File: src/rtl/instr_decode_unit.sv
// rtl/instr_decode_unit.sv - RV32I decode stage with a single registered output slot
// Define RV_M_EXT_EN to decode the OP/funct7=0000001 group as MULDIV instead of ILLEGAL.
module instr_decode_unit #(
  parameter int XLEN            = 32,
  parameter int CNT_W           = 16,
  parameter int HALT_ON_ILLEGAL = 0
) (
  input  logic             clk,
  input  logic             reset,
  input  logic             flush,
  input  logic             in_valid,
  output logic             in_ready,
  input  logic [31:0]      in_instr,
  input  logic [XLEN-1:0]  in_pc,
  output logic             out_valid,
  input  logic             out_ready,
  output logic [XLEN-1:0]  out_pc,
  output logic [3:0]       out_class,
  output logic [3:0]       out_alu_op,
  output logic [4:0]       out_rd,
  output logic [4:0]       out_rs1,
  output logic [4:0]       out_rs2,
  output logic [XLEN-1:0]  out_imm,
  output logic             out_illegal,
  output logic             halted,
  output logic [CNT_W-1:0] decoded_cnt,
  output logic [CNT_W-1:0] illegal_cnt
);

  localparam logic [3:0] CLS_ALU_R  = 4'd0;
  localparam logic [3:0] CLS_ALU_I  = 4'd1;
  localparam logic [3:0] CLS_LOAD   = 4'd2;
  localparam logic [3:0] CLS_STORE  = 4'd3;
  localparam logic [3:0] CLS_BRANCH = 4'd4;
  localparam logic [3:0] CLS_JAL    = 4'd5;
  localparam logic [3:0] CLS_JALR   = 4'd6;
  localparam logic [3:0] CLS_LUI    = 4'd7;
  localparam logic [3:0] CLS_AUIPC  = 4'd8;
  localparam logic [3:0] CLS_FENCE  = 4'd9;
  localparam logic [3:0] CLS_MULDIV = 4'd10;
  localparam logic [3:0] CLS_ILL    = 4'd15;

  typedef enum logic {S_RUN = 1'b0, S_HALT = 1'b1} state_t;

  state_t           r_state, w_state_nxt;
  logic             r_valid;
  logic [XLEN-1:0]  r_pc, r_imm;
  logic [3:0]       r_cls, r_alu_op;
  logic [4:0]       r_rd, r_rs1, r_rs2;
  logic [CNT_W-1:0] r_dcnt, r_icnt;

  logic [6:0]      w_op, w_f7;
  logic [2:0]      w_f3;
  logic            w_shift, w_shamt_ok, w_accept;
  logic [XLEN-1:0] w_imm_i, w_imm_s, w_imm_b, w_imm_u, w_imm_j;
  logic [3:0]      w_cls, w_alu_op;
  logic            w_rd_en, w_rs1_en, w_rs2_en;
  logic [XLEN-1:0] w_imm;

  assign w_op = in_instr[6:0];
  assign w_f3 = in_instr[14:12];
  assign w_f7 = in_instr[31:25];

  assign w_imm_i = {{(XLEN-12){in_instr[31]}}, in_instr[31:20]};
  assign w_imm_s = {{(XLEN-12){in_instr[31]}}, in_instr[31:25], in_instr[11:7]};
  assign w_imm_b = {{(XLEN-12){in_instr[31]}}, in_instr[7], in_instr[30:25], in_instr[11:8], 1'b0};
  assign w_imm_u = {{(XLEN-31){in_instr[31]}}, in_instr[30:12], 12'h000};
  assign w_imm_j = {{(XLEN-20){in_instr[31]}}, in_instr[19:12], in_instr[20], in_instr[30:21], 1'b0};

  // Shift-immediates carry funct6 in [31:26]; bit 25 is shamt[5], only meaningful for 64-bit.
  assign w_shift    = (w_f3 == 3'b001) || (w_f3 == 3'b101);
  assign w_shamt_ok = ((in_instr[31:26] == 6'b000000) || (in_instr[31:26] == 6'b010000)) &&
                      ((XLEN == 64) || !in_instr[25]);

  always_comb begin
    w_cls    = CLS_ILL;
    w_alu_op = 4'd0;
    w_rd_en  = 1'b0;
    w_rs1_en = 1'b0;
    w_rs2_en = 1'b0;
    w_imm    = '0;
    case (w_op)
      7'b0110111: begin w_cls = CLS_LUI;   w_rd_en = 1'b1; w_imm = w_imm_u; end
      7'b0010111: begin w_cls = CLS_AUIPC; w_rd_en = 1'b1; w_imm = w_imm_u; end
      7'b1101111: begin w_cls = CLS_JAL;   w_rd_en = 1'b1; w_imm = w_imm_j; end
      7'b1100111: if (w_f3 == 3'b000) begin
        w_cls = CLS_JALR; w_rd_en = 1'b1; w_rs1_en = 1'b1; w_imm = w_imm_i;
      end
      7'b1100011: if (w_f3 != 3'b010 && w_f3 != 3'b011) begin
        w_cls = CLS_BRANCH; w_alu_op = {1'b0, w_f3}; w_rs1_en = 1'b1; w_rs2_en = 1'b1; w_imm = w_imm_b;
      end
      7'b0000011: if (w_f3 != 3'b011 && w_f3 != 3'b110 && w_f3 != 3'b111) begin
        w_cls = CLS_LOAD; w_alu_op = {1'b0, w_f3}; w_rd_en = 1'b1; w_rs1_en = 1'b1; w_imm = w_imm_i;
      end
      7'b0100011: if (w_f3 == 3'b000 || w_f3 == 3'b001 || w_f3 == 3'b010) begin
        w_cls = CLS_STORE; w_alu_op = {1'b0, w_f3}; w_rs1_en = 1'b1; w_rs2_en = 1'b1; w_imm = w_imm_s;
      end
      7'b0010011: if (!w_shift || w_shamt_ok) begin
        w_cls    = CLS_ALU_I;
        w_alu_op = w_shift ? {in_instr[30], w_f3} : {1'b0, w_f3};
        w_rd_en  = 1'b1;
        w_rs1_en = 1'b1;
        w_imm    = w_imm_i;
      end
      7'b0110011: begin
        if (w_f7 == 7'b0000000 || (w_f7 == 7'b0100000 && (w_f3 == 3'b000 || w_f3 == 3'b101))) begin
          w_cls = CLS_ALU_R; w_alu_op = {in_instr[30], w_f3};
          w_rd_en = 1'b1; w_rs1_en = 1'b1; w_rs2_en = 1'b1;
        end
`ifdef RV_M_EXT_EN
        else if (w_f7 == 7'b0000001) begin
          w_cls = CLS_MULDIV; w_alu_op = {1'b0, w_f3};
          w_rd_en = 1'b1; w_rs1_en = 1'b1; w_rs2_en = 1'b1;
        end
`endif
      end
      7'b0001111: if (w_f3 == 3'b000 || w_f3 == 3'b001) begin
        w_cls = CLS_FENCE; w_rd_en = 1'b1; w_rs1_en = 1'b1; w_imm = w_imm_i;
      end
      default: ;
    endcase
  end

  assign in_ready = !reset && (r_state == S_RUN) && !flush && (!r_valid || out_ready);
  assign w_accept = in_valid && in_ready;

  always_comb begin
    w_state_nxt = r_state;
    case (r_state)
      S_RUN:  if (w_accept && (w_cls == CLS_ILL) && (HALT_ON_ILLEGAL != 0)) w_state_nxt = S_HALT;
      S_HALT: if (flush) w_state_nxt = S_RUN;
      default: w_state_nxt = S_RUN;
    endcase
  end

  always_ff @(posedge clk) begin
    if (reset) r_state <= S_RUN;
    else       r_state <= w_state_nxt;
  end

  always_ff @(posedge clk) begin
    if (reset) begin
      r_valid  <= 1'b0;
      r_pc     <= '0;
      r_imm    <= '0;
      r_cls    <= 4'd0;
      r_alu_op <= 4'd0;
      r_rd     <= 5'd0;
      r_rs1    <= 5'd0;
      r_rs2    <= 5'd0;
      r_dcnt   <= '0;
      r_icnt   <= '0;
    end else if (flush) begin
      r_valid <= 1'b0;
    end else if (w_accept) begin
      r_valid  <= 1'b1;
      r_pc     <= in_pc;
      r_imm    <= w_imm;
      r_cls    <= w_cls;
      r_alu_op <= w_alu_op;
      r_rd     <= w_rd_en  ? in_instr[11:7]  : 5'd0;
      r_rs1    <= w_rs1_en ? in_instr[19:15] : 5'd0;
      r_rs2    <= w_rs2_en ? in_instr[24:20] : 5'd0;
      if (r_dcnt != {CNT_W{1'b1}}) r_dcnt <= r_dcnt + CNT_W'(1);
      if ((w_cls == CLS_ILL) && (r_icnt != {CNT_W{1'b1}})) r_icnt <= r_icnt + CNT_W'(1);
    end else if (r_valid && out_ready) begin
      r_valid <= 1'b0;
    end
  end

  assign out_valid   = r_valid;
  assign out_pc      = r_pc;
  assign out_class   = r_cls;
  assign out_alu_op  = r_alu_op;
  assign out_rd      = r_rd;
  assign out_rs1     = r_rs1;
  assign out_rs2     = r_rs2;
  assign out_imm     = r_imm;
  assign out_illegal = (r_cls == CLS_ILL);
  assign halted      = (r_state == S_HALT);
  assign decoded_cnt = r_dcnt;
  assign illegal_cnt = r_icnt;

endmodule
File: config.mk
export PLATFORM = sky130hd
export DESIGN_NAME = instr_decode_unit
export DESIGN_NICKNAME = d
export VERILOG_FILES = /design/src/rtl/instr_decode_unit.sv
export SDC_FILE = /design/constraint.sdc
export NUM_CORES = 1
export LEC_CHECK = 0
export BUFFER_PORTS_ARGS = -buffer_cell sky130_fd_sc_hd__buf_2
export CORE_MARGIN = 10
export CORE_UTILIZATION = 50
export DETAILED_ROUTE_END_ITERATION = 10
export GPL_TIMING_DRIVEN = 0
export PLACE_DENSITY = 0.77
export SLEW_MARGIN = 20
export SYNTH_ARGS = -nofsm -noshare
export SYNTH_HDL_FRONTEND = slang
export SYNTH_SLANG_ARGS = --single-unit
File: constraint.sdc
create_clock -name clk -period 2.9 [get_ports clk]
set_clock_uncertainty 0.05 [all_clocks]
set_input_delay 0 -clock clk [delete_from_list [all_inputs] [get_ports clk]]
set_output_delay 0 -clock clk [all_outputs]
set_load 0.05 [all_outputs]
==> results.toml <==
[floorplan]
die_area_um2 = 15300
start_util = 0.516
die_h_um = 124
die_x_um = 124
io_pins = 192
placementRows = 37
coreArea_um2 = 10400

[clock_network]
clk_latency_ns = 0.52
cts-root-buf = "clkbuf_8"
cts.repair.resized = 0
clock-sinks = 121
path_clk_slew_ns = 0.06
cts_buffers = 17
cts_tree = "done"
h-tree-depth = 4
clock_path_buffers = 2

[global_routing]
gr-total-overflow = 0
grt_use_total = 0.251
grt_pass1_vias = 6097
grt_max_degree = 17
antenna_found_initial = 0
grt_pass1_wl_um = 30800

[finish]
area_delta_synth_final_pct = 42.6
n_fill_cell = 789
antenna_cells = 0
fin_nets = 970
layout-drive-gt1-share = 0.270
fin_util = 0.736

[worst_setup_path]
critPathLaunch = "halted"
max_stage_delay_ns = 0.58
path_depth = 6
cpLargestDelayFamily = "simple AND/OR/NAND/NOR gates"
path_buf_inv = 0
crit_path_max_fanout = 8
cp_slowest_cell = "a41oi_2"
cp-start-kind = "flop"
reg2reg_depth = 6
worstReg2RegEnd = "illegal_cnt[12]"
rr_startpoint = "halted"
required_ns = 3.29
crit_type = "flop to flop"
worstSetupEndpoint = "illegal_cnt[12]"
arrival_ns = 3.06
rrSetupSlack_ns = 0.24
end_kind = "flop"
worstPathCellList = "nor3_1 > nand3_1 > a41oi_2 > o21ai_2 > or4_1 > a21oi_1"

[power]
power.leakage_nw = 3.35
p_per_area_nw_per_um2 = 538
p_int_w = 0.00304
seqPwrFrac = 0.412
clkPwrFrac = 0.484
pwr-share-comb = 0.104
peakVddDrop_mv = 0.360
swShare = 0.264
p_sw_w = 0.00109

[routing]
drtPass1Iterations = 5
wl_per_cell_um = 18.8
via_per_inst = 5.73
antenna_left = 0
vias = 6001
drcViolationCount = 0
routed_wirelength_um = 19700
drt-initial-drc-count = 574

[yosys]
async_flop_share = 0
synth.avg_cell_area_um2 = 8.53
syn_nets = 701
synth_flop_cell = "dfxtp_1"
synthesis.instances = 630
synth-seq-cells = 121
synth_warnings = 0
synth-seq-area-share = 0.451
synth_edf_count = 0
synth_cell_types = 75
netlist_area_um2 = 5370

[timing]
setup_tns_ns = 0
setup_violations = 0
tightestPinTransition_ns = 0.834
max_freq_ghz = 0.376
maxSlewHeadroom = 0.442
hold_viol = 0
rsz0062_at_grt = "no"
min_period_over_period = 0.918
min_period_ns = 2.66
slew_viol_final = 0

[place]
gp_congestion = 0.962
hpwl_um = 14100
port_buffers = 187

[status]
outcome = "finished clean"

[min_path]
hp-class = "primary input to flop"

[run]
maxCapViolations = 0
[layout make-up]
| class | count | area (um^2) | share of cell area |
|---|---|---|---|
| multi-input combinational | 460 | 2730 | 0.356 |
| tap | 136 | 170 | 0.0222 |
| sequential | 121 | 2420 | 0.316 |
| inverter | 6 | 22.5 | 0.00294 |
| buffer | 43 | 198 | 0.0258 |
| clock buffer | 21 | 449 | 0.0586 |
| clock inverter | 11 | 113 | 0.0147 |
| timing repair buffer | 250 | 1560 | 0.203 |
[cells by family (layout without fill, tap and decap cells)]
group                    count (synthesis)  count (layout)  synth area share
XOR/XNOR                                15              15            0.0245
multiplexers                             5               5           0.00978
adder cells (fa/ha/maj)                  2               2           0.00466
AO/OA/AOI/OAI                          173             173             0.223
buffers and inverters                   49             331            0.0410
AND/OR/NAND/NOR                        265             265             0.246
flip-flops                             121             121             0.451
[cells in the mapped netlist (9+ instances only)]
cell / number / share of area
nor3_1: 9 / 0.0084
nand2_1: 104 / 0.073
a22oi_1: 20 / 0.028
o21ai_0: 11 / 0.010
dfxtp_1: 121 / 0.45
a21oi_1: 59 / 0.055
xor2_1: 12 / 0.020
buf_2: 11 / 0.010
nand4_1: 10 / 0.012
clkbuf_1: 26 / 0.018
o21ai_1: 11 / 0.010
nand3_1: 15 / 0.014
nor2_1: 56 / 0.039
a221o_1: 11 / 0.020
[state kept, by name, indices dropped and copies added (netlist names)]
name / cells
out_alu_op: 4
decoded_cnt: 16
out_pc: 32
out_imm: 32
out_rs1: 5
halted: 1
illegal_cnt: 16
out_class: 4
out_rs2: 5
out_rd: 5
out_valid: 1
[layer usage]
metal	part of all wire	track usage	vias to the layer above	wire length, um
met3	0.095	0.0801	54	1860
met4	0.036	0.134	0	709
met2	0.48	0.422	278	9550
met5	0	0	-	0
li1	-	-	2833	-
met1	0.38	0.276	2836	7580
[worst reg2reg max path, delay by kind of cell (launching register included)]
family / cells / cell delay (ns)
AND/OR/NAND/NOR: 3 / 1.25
AO/OA/AOI/OAI: 3 / 0.98
flip-flops: 1 / 0.32
[cell usage in the layout, fill, tap and decap left out, types with 11 or more instances in the layout]
| master | n |
|---|---|
| nand3_1 | 15 |
| clkbuf_1 | 28 |
| nand2_1 | 104 |
| a22oi_1 | 20 |
| o21ai_0 | 11 |
| xor2_1 | 12 |
| dlygate4sd3_1 | 60 |
| o21ai_1 | 11 |
| nor2_1 | 56 |
| buf_2 | 198 |
| a221o_1 | 11 |
| clkbuf_16 | 16 |
| a21oi_1 | 59 |
| dfxtp_1 | 121 |
[worst min-delay path by stage]
stage                 from             to  cells after the start
2_1_floorplan        flush         halted                      1
4_1_cts        in_instr[0]   out_class[0]                      5
5_1_grt        in_instr[5]  out_alu_op[2]                      5
3_3_place_gp         flush         halted                      2
6_report       in_instr[0]   out_class[0]                      5
3_5_place_dp         flush         halted                      2
[repair_timing]
action | in CTS | in global routing
hold endpoints to repair | 88 | 0
hold buffers | 60 | 0
buffers inserted | 0 | 3
endpoints found under the setup margin | 0 | 10
[power groups by stage]
stage                     Combinational [W]  Clock (W)  Sequential, W
after global placement             0.000354          0        0.00173
after detailed placement           0.000358          0        0.00173
after CTS                          0.000422    0.00201        0.00170
after global routing               0.000463    0.00209        0.00170
final                              0.000431    0.00200        0.00170
after floorplan                    0.000149          0        0.00181
[metrics by stage]
| step | setup slack [ns] | hold WS, ns | instances | total power, W | instance area (um^2) |
|---|---|---|---|---|---|
| global placement | 0.132 | 0.149 | 953 | 0.00209 | 6480 |
| finish | 0.237 | 0.0423 | 1048 | 0.00413 | 7660 |
| floorplan | 0.475 | 0.0261 | 630 | 0.00196 | 5370 |
| global route | 0.0806 | 0.0781 | 1048 | 0.00425 | 7660 |
| CTS | 0.0518 | 0.0356 | 1045 | 0.00413 | 7640 |
| detailed placement | 0.0691 | 0.161 | 953 | 0.00209 | 6480 |
Note: power is estimated with default switching activity, not from simulation.
